<file path="src/rtl/alu_exec_stage.sv">
// Two-stage execute pipeline wrapped around an external combinational ALU.
// Optional operand forwarding from the result stage is enabled by ALU_EXEC_BYPASS_EN.
module alu_exec_stage #(
   parameter int TAG_W = 5
) (
   input  logic             clk,
   input  logic             async_rst_n,
   input  logic             clk_en,
   input  logic             in_valid,
   output logic             in_ready,
   input  logic [31:0]      in_a,
   input  logic [31:0]      in_b,
   input  logic [3:0]       in_op,
   input  logic [TAG_W-1:0] in_rd,
`ifdef ALU_EXEC_BYPASS_EN
   input  logic [TAG_W-1:0] in_rsa,
   input  logic [TAG_W-1:0] in_rsb,
`endif
   output logic [31:0]      alu_a,
   output logic [31:0]      alu_b,
   output logic [3:0]       alu_op,
   input  logic [31:0]      alu_res,
   output logic             out_valid,
   input  logic             out_ready,
   output logic [31:0]      out_res,
   output logic [TAG_W-1:0] out_rd,
   output logic             out_illegal
);

   localparam logic [3:0] OP_LAST_LEGAL = 4'd9;

   // S1: operand register
   logic             s1_valid;
   logic [31:0]      s1_a;
   logic [31:0]      s1_b;
   logic [3:0]       s1_op;
   logic [TAG_W-1:0] s1_rd;

   // S2: result register
   logic             s2_valid;
   logic [31:0]      s2_res;
   logic [TAG_W-1:0] s2_rd;
   logic             s2_illegal;

   logic s1_adv;
   logic accept;
   logic s1_illegal;
   logic [31:0] s2_next_res;

   assign s1_adv = s1_valid && (!s2_valid || out_ready);

   // Reset gates in_ready so nothing is accepted while the stage is held in reset.
   assign in_ready = async_rst_n && clk_en && (!s1_valid || s1_adv);
   assign accept   = in_valid && in_ready;

   // NOTE: always_comb outputs get a default first so no path leaves them unassigned (no latch).
   always_comb begin
      s1_illegal  = 1'b0;
      s2_next_res = alu_res;
      if (s1_op > OP_LAST_LEGAL) begin
         s1_illegal  = 1'b1;
         s2_next_res = '0;
      end
   end

`ifdef ALU_EXEC_BYPASS_EN
   logic [TAG_W-1:0] s1_rsa;
   logic [TAG_W-1:0] s1_rsb;
   logic             fwd_src_ok;

   // Tag 0 is the hard-wired zero register and is never forwarded.
   assign fwd_src_ok = s2_valid && !s2_illegal;
   assign alu_a = (fwd_src_ok && (s1_rsa != '0) && (s2_rd == s1_rsa)) ? s2_res : s1_a;
   assign alu_b = (fwd_src_ok && (s1_rsb != '0) && (s2_rd == s1_rsb)) ? s2_res : s1_b;

   always_ff @(posedge clk or negedge async_rst_n) begin
      if (!async_rst_n) begin
         s1_rsa <= '0;
         s1_rsb <= '0;
      end else if (accept) begin
         s1_rsa <= in_rsa;
         s1_rsb <= in_rsb;
      end
   end
`else
   assign alu_a = s1_a;
   assign alu_b = s1_b;
`endif

   assign alu_op = s1_op;

   // NOTE: sequential state uses non-blocking assignments so every flop samples pre-edge values.
   always_ff @(posedge clk or negedge async_rst_n) begin
      if (!async_rst_n) begin
         s1_valid <= 1'b0;
         s1_a     <= '0;
         s1_b     <= '0;
         s1_op    <= '0;
         s1_rd    <= '0;
      end else if (accept) begin
         s1_valid <= 1'b1;
         s1_a     <= in_a;
         s1_b     <= in_b;
         s1_op    <= in_op;
         s1_rd    <= in_rd;
      end else if (clk_en && s1_adv) begin
         s1_valid <= 1'b0;
      end
   end

   // S2 refills from S1 in the same cycle it drains, keeping one op per cycle.
   always_ff @(posedge clk or negedge async_rst_n) begin
      if (!async_rst_n) begin
         s2_valid   <= 1'b0;
         s2_res     <= '0;
         s2_rd      <= '0;
         s2_illegal <= 1'b0;
      end else if (clk_en) begin
         if (s1_adv) begin
            s2_valid   <= 1'b1;
            s2_res     <= s2_next_res;
            s2_rd      <= s1_rd;
            s2_illegal <= s1_illegal;
         end else if (out_ready) begin
            s2_valid <= 1'b0;
         end
      end
   end

   assign out_valid   = s2_valid;
   assign out_res     = s2_res;
   assign out_rd      = s2_rd;
   assign out_illegal = s2_illegal;

endmodule

</file>
<file path="config.mk">
export PLATFORM = sky130hd
export DESIGN_NAME = alu_exec_stage
export DESIGN_NICKNAME = d
export VERILOG_FILES = /design/src/rtl/alu_exec_stage.sv
export SDC_FILE = /design/constraint.sdc
export NUM_CORES = 1
export LEC_CHECK = 0
export CELL_PAD_IN_SITES_DETAIL_PLACEMENT = 0
export CELL_PAD_IN_SITES_GLOBAL_PLACEMENT = 1
export CORE_MARGIN = 3
export CORE_UTILIZATION = 33
export DETAILED_ROUTE_END_ITERATION = 7
export PLACE_DENSITY = 0.82
export SETUP_SLACK_MARGIN = 0.1
export SYNTH_ARGS = -nofsm -noshare
export SYNTH_HDL_FRONTEND = slang
export SYNTH_SLANG_ARGS = --single-unit
</file>
<file path="constraint.sdc">
create_clock -name clk -period 3.1 [get_ports clk]
set_clock_uncertainty 0.05 [all_clocks]
set_input_delay 0.62 -clock clk [delete_from_list [all_inputs] [get_ports clk]]
set_output_delay 0.62 -clock clk [all_outputs]
set_load 0.02 [all_outputs]
</file>
======== Yosys cells after proc, flatten, opt, wreduce, memory -nomap -nowiden ========
Index checks and enable logic that the tools add are counted.
cells by class
  add/sub/neg operators ................... 0
  multiply operators ...................... 0
  divide/modulo/power cells ............... 0
  $lt $le $gt $ge ......................... 1
  equality and inequality tests ........... 0
  shifts and indexed selects .............. 0
  muxes and demuxes ....................... 6
  bitwise operators ....................... 0
  reductions and logical operators ........ 13
operators by type and width
  operator                                               number
  32-bit 2-to-1 mux                                      1
  1-bit logical AND                                      5
  1-bit 2-to-1 mux                                       5
  4-bit greater-than comparator (second input constant)  1
  2-bit AND reduction                                    2
  2-bit nonzero test                                     2
  1-bit zero test                                        2
  1-bit logical OR                                       2
word-level totals
  register bits after elaboration ......... 113
  bits in latches ......................... 0
  bits in writable memories ............... 0
  bits in read-only memories .............. 0
  input bits .............................. 110
  output and inout bits ................... 108
  logic and storage cells ................. 29
  memories kept ........................... 0

======== Depth between registers and ports, before layout ========
  word-level depth ........................ 7
  mapped depth ............................ 5
  gate-level depth less buffers ........... 3

======== Worst setup path after synthesis ========
Ideal clock, no wire load.
  path kind ............................... input port to flip-flop
  start ................................... input out_ready
  end ..................................... register s1_a[14], in the netlist alu_a[14]
  setup time .............................. 0.127 ns
  arrival time ............................ 1.638 ns
  data required time ...................... 2.923 ns
  path slack .............................. 1.284 ns
  stages on the path ...................... 5
  buffers on the path ..................... 2
  cell sequence ........................... and3b_1 nor3b_2 buf_4 buf_6 mux2_1
between the ends
  word-level cells in the longest chain between the ends .. 5
RTL lines
  item                    RTL line  RTL
  start: declaration      24        input logic out_ready,
  1-bit logical OR        50        assign s1_adv = s1_valid && (!s2_valid || out_ready);
  1-bit logical AND       50
  1-bit logical OR        53        assign in_ready = async_rst_n && clk_en && (!s1_valid || s1_adv);
  1-bit logical AND       53
  1-bit logical AND       54        assign accept = in_valid && in_ready;
  end signal: assignment  102       s1_a <= in_a;
  end: declaration        34        logic [31:0] s1_a;
Every way passes these cells.
A chain may end at the register's enable or synchronous reset.

======== Final worst setup path ========
  start ................................... input out_ready
  end ..................................... output in_ready
between the ends
  word-level cells in the longest chain between the ends .. 4
RTL lines
  item               RTL line  RTL
  1-bit logical OR   50
  1-bit logical AND  50
  1-bit logical OR   53
  1-bit logical AND  53
  end: declaration   10        output logic in_ready,
Every way passes these cells.

==> results.txt <==
The run finished with clean final reports. The critical path in this run is classified as in2out. The worst-case setup slack after placement is 0.3952 ns. The highest clock frequency the design can meet came out at 0.3714 GHz.

Counting every net in the synthesized netlist gives 361. The count of inserted antenna diode cells came out at 0. The detail route stage leaves a number of antenna-violating nets equal to 0. Data on the critical path is required at its endpoint by 2.43 ns. The total CTS buffers came out at 17. The library cell occupying the most area in the post-synthesis netlist is sky130_fd_sc_hd__dfrtp_1. The sequential share of power is 34.2%. The later pin in the worst-skew pair is clocked with a latency of 0.40 ns. The classification of the worst-slack hold path is in2async. The number of top-level design ports came out at 218.

In this run the vertical extent of the chip is 118.7 um. The detailed placer's ending HPWL came out at 7926 um. The number of hold violations in the final report came out at 0. Across all setup checks in the final design, the least slack found is 0.4078 ns. The initial antenna violation count came out at 0. The internal cell power is 4640 uW. In the routed layout, each cell is associated on average with a via count of 4.613.

The quantity of gates resized following cts is 0. Of the total power, the share spent switching nets is 31.28%. The power density normalized to cell area came out at 954.1 nW/um^2. The library cells used most frequently in the layout, excluding fill and tap cells, are sky130_fd_sc_hd__clkdlybuf4s50_1, sky130_fd_sc_hd__dfrtp_1, sky130_fd_sc_hd__mux2_1, sky130_fd_sc_hd__a22o_1, sky130_fd_sc_hd__mux2_2. The clock tree synthesis step divided the H-tree into 4 levels.

Summed over all cells, the static leakage comes to 0.002977 uW. Input and output buffers added on the ports amount to 217. From synthesis to final layout, the design area changed by 68.89%. The cell count after synthesis came out at 251. Entering global routing, the biggest net connects 75 pins. The portion of total power attributed to combinational logic came out at 38.3%.

Global routing finished with a remaining overflow of 0. After synthesis, the mean cell area works out to 16.69 sq um. The tool flagged a number of max-cap violations equal to 0.

The final weighted congestion in routability-driven placement came out at 0.6946. The detailed-route wire length per cell came out at 16.89 um. In this run the power spent charging and discharging nets is 2112 uW. The clock sink total is 113. The synthesized cell area is 4190 sq um. The first detailed-routing pass took 4 iterations. The max-slew violation count came out at 0. The routed design could run at a clock period as short as 2.692 ns.

The final sum of negative setup slack is 0 ns. The clock edge transition at the registers on the reported setup and hold paths came out at 0.05 ns. The data arrival at the endpoint of the critical path is 2.02 ns. Yosys printed 0 warnings. The total number of vias came out at 3,026. The clock share of power is 27.5%. The global routing usage summed across all routing layers is 16.21%. Synthesis instantiated 18 different standard cells from the library.

The top-area cell type share of the netlist area came out at 67.48%. The endpoint class of the critical path is an output pin. The via count of the first global-routing pass came out at 3,256. The kind of launch point of the worst setup path is an input port. The number of failing setup endpoints in the final timing report came out at 0. The proportion of synthesized chip area in sequential cells is 67.48%. The share of the cycle needed by the critical path after routing is 86.85%. The first global-routing pass estimated 17,800 um of wire. In the final layout, the share of cells above drive strength 1 is 10.86%. The violation count after the first detailed-route iteration came out at 119. The longest clock path from root to sink contains 2 buffers. TritonCTS built the clock tree. Setup repair after global routing left no endpoint under its margin. The detailed-route wire length is 11,080 um.

Ranked by total cell area, the synthesized netlist is headed by sky130_fd_sc_hd__dfrtp_1, sky130_fd_sc_hd__mux2_1, sky130_fd_sc_hd__a22o_1. The transition at the pin with the smallest max-transition slack came out at 0.8202 ns. The largest fanout on the critical path came out at 3.

The area of the die is 14,090 sq um. The number of nets in the final layout is 586. After clock tree synthesis, the setup repair step added 0 buffers. The worst voltage drop across the vdd grid came out at 489.9 uV. The most common cell after layout, fill and taps aside is sky130_fd_sc_hd__clkdlybuf4s50_1.

The number of placement rows is 40. The post-synthesis register bit count is 113. For this configuration, the core starts out at a cell density of 34.31%. In the routed design, unresolved DRC markers number 0. The root buffer cell chosen for the clock tree is sky130_fd_sc_hd__clkbuf_16.

After floorplanning, the core was sized to cover 12,210 sq um. The number of hold-repair buffers added at the cts stage came out at 0. The die width came out at 118.7 um. In this run the tightest slew margin relative to its limit is 45.32%.
==> per-stage QoR <==
| stage | hold WS (ns) | util, % | instance area (sq um) | cells | total power, uW |
|---|---|---|---|---|---|
| final | 0.3848 | 57.95 | 7077 | 656 | 6752 |
| after global routing | 0.4440 | 57.95 | 7077 | 656 | 7082 |
| after CTS | 0.4253 | 57.95 | 7077 | 656 | 6847 |
| after detailed placement | 0.4239 | 53.32 | 6511 | 625 | 4946 |
| after global placement | 0.4128 | 53.32 | 6511 | 625 | 4900 |
| after floorplan | 0.2744 | - | 4190 | 251 | 3528 |
==> cell type report <==
class / count / area (sq um)
fill: 1029 / 5135
sequential: 113 / 2828
timing repair buffer: 222 / 2220
multi-input combinational: 122 / 1254
clock buffer: 25 / 485.5
tap: 168 / 210.2
clock inverter: 6 / 80.08
==> power groups by stage <==
stage / Combinational [uW] / Sequential (uW) / Clock, uW
2_1_floorplan: 573 / 2960 / 0
3_3_place_gp: 2590 / 2310 / 0
3_5_place_dp: 2620 / 2320 / 0
4_1_cts: 2630 / 2320 / 1900
5_1_grt: 2730 / 2380 / 1970
6_report: 2590 / 2310 / 1850
==> worst paths after layout <==
check                            start   endpoint  slack [ns]  cells after the start
max                          out_ready   in_ready        0.41                      4
min                        async_rst_n  out_rd[1]        0.38                      2
max reg2reg                   s1_valid   alu_a[9]        1.25                      4
min reg2reg                  alu_b[15]  alu_b[15]        0.43                      1
max in group asynchronous  async_rst_n   s1_rd[4]        1.50                      3
min in group clk             alu_b[15]  alu_b[15]        0.43                      1
==> registers in the layout (all words and copies together) (netlist names) <==
signal / count
alu_a: 32
alu_b: 32
alu_op: 4
out_illegal: 1
out_rd: 5
out_res: 32
out_valid: 1
s1_rd: 5
s1_valid: 1
==> synthesized netlist by cell type <==
cell type and count:
sky130_fd_sc_hd__dfrtp_1 113, sky130_fd_sc_hd__mux2_1 59, sky130_fd_sc_hd__a22o_1 33, sky130_fd_sc_hd__mux2_2 20, sky130_fd_sc_hd__buf_6 6, sky130_fd_sc_hd__buf_2 5, sky130_fd_sc_hd__clkbuf_1 3, sky130_fd_sc_hd__nand2_1 2
sky130_fd_sc_hd__a21o_1 1, sky130_fd_sc_hd__and3b_1 1, sky130_fd_sc_hd__and4b_1 1, sky130_fd_sc_hd__buf_1 1, sky130_fd_sc_hd__buf_4 1, sky130_fd_sc_hd__nand2b_1 1, sky130_fd_sc_hd__nand3_1 1, sky130_fd_sc_hd__nor2_1 1
sky130_fd_sc_hd__nor3b_2 1, sky130_fd_sc_hd__o21a_1 1
==> worst max-delay path: stages <==
cell                              delay, ns
sky130_fd_sc_hd__clkdlybuf4s50_1       0.49
sky130_fd_sc_hd__and3b_1               0.22
sky130_fd_sc_hd__nor2_1                0.09
sky130_fd_sc_hd__clkdlybuf4s50_1       0.60
==> logic make-up (layout without fill, tap and decap cells) <==
logic type,after synthesis,count (layout),share of synthesized area [%]
muxes,79,79,21.23
buffers and inverters,16,253,2.747
and+or+nand+nor,8,8,1.284
AOI/OAI and AO/OA,35,35,7.256
DFF,113,113,67.48
==> routing by layer <==
layer / GRT usage, % / wire [um]
met1: 18.42 / 4409
met5: 0 / 0
met2: 26.25 / 5318
met4: 6.083 / 127
met3: 8.086 / 1222
(Power assumes the default switching activity.)
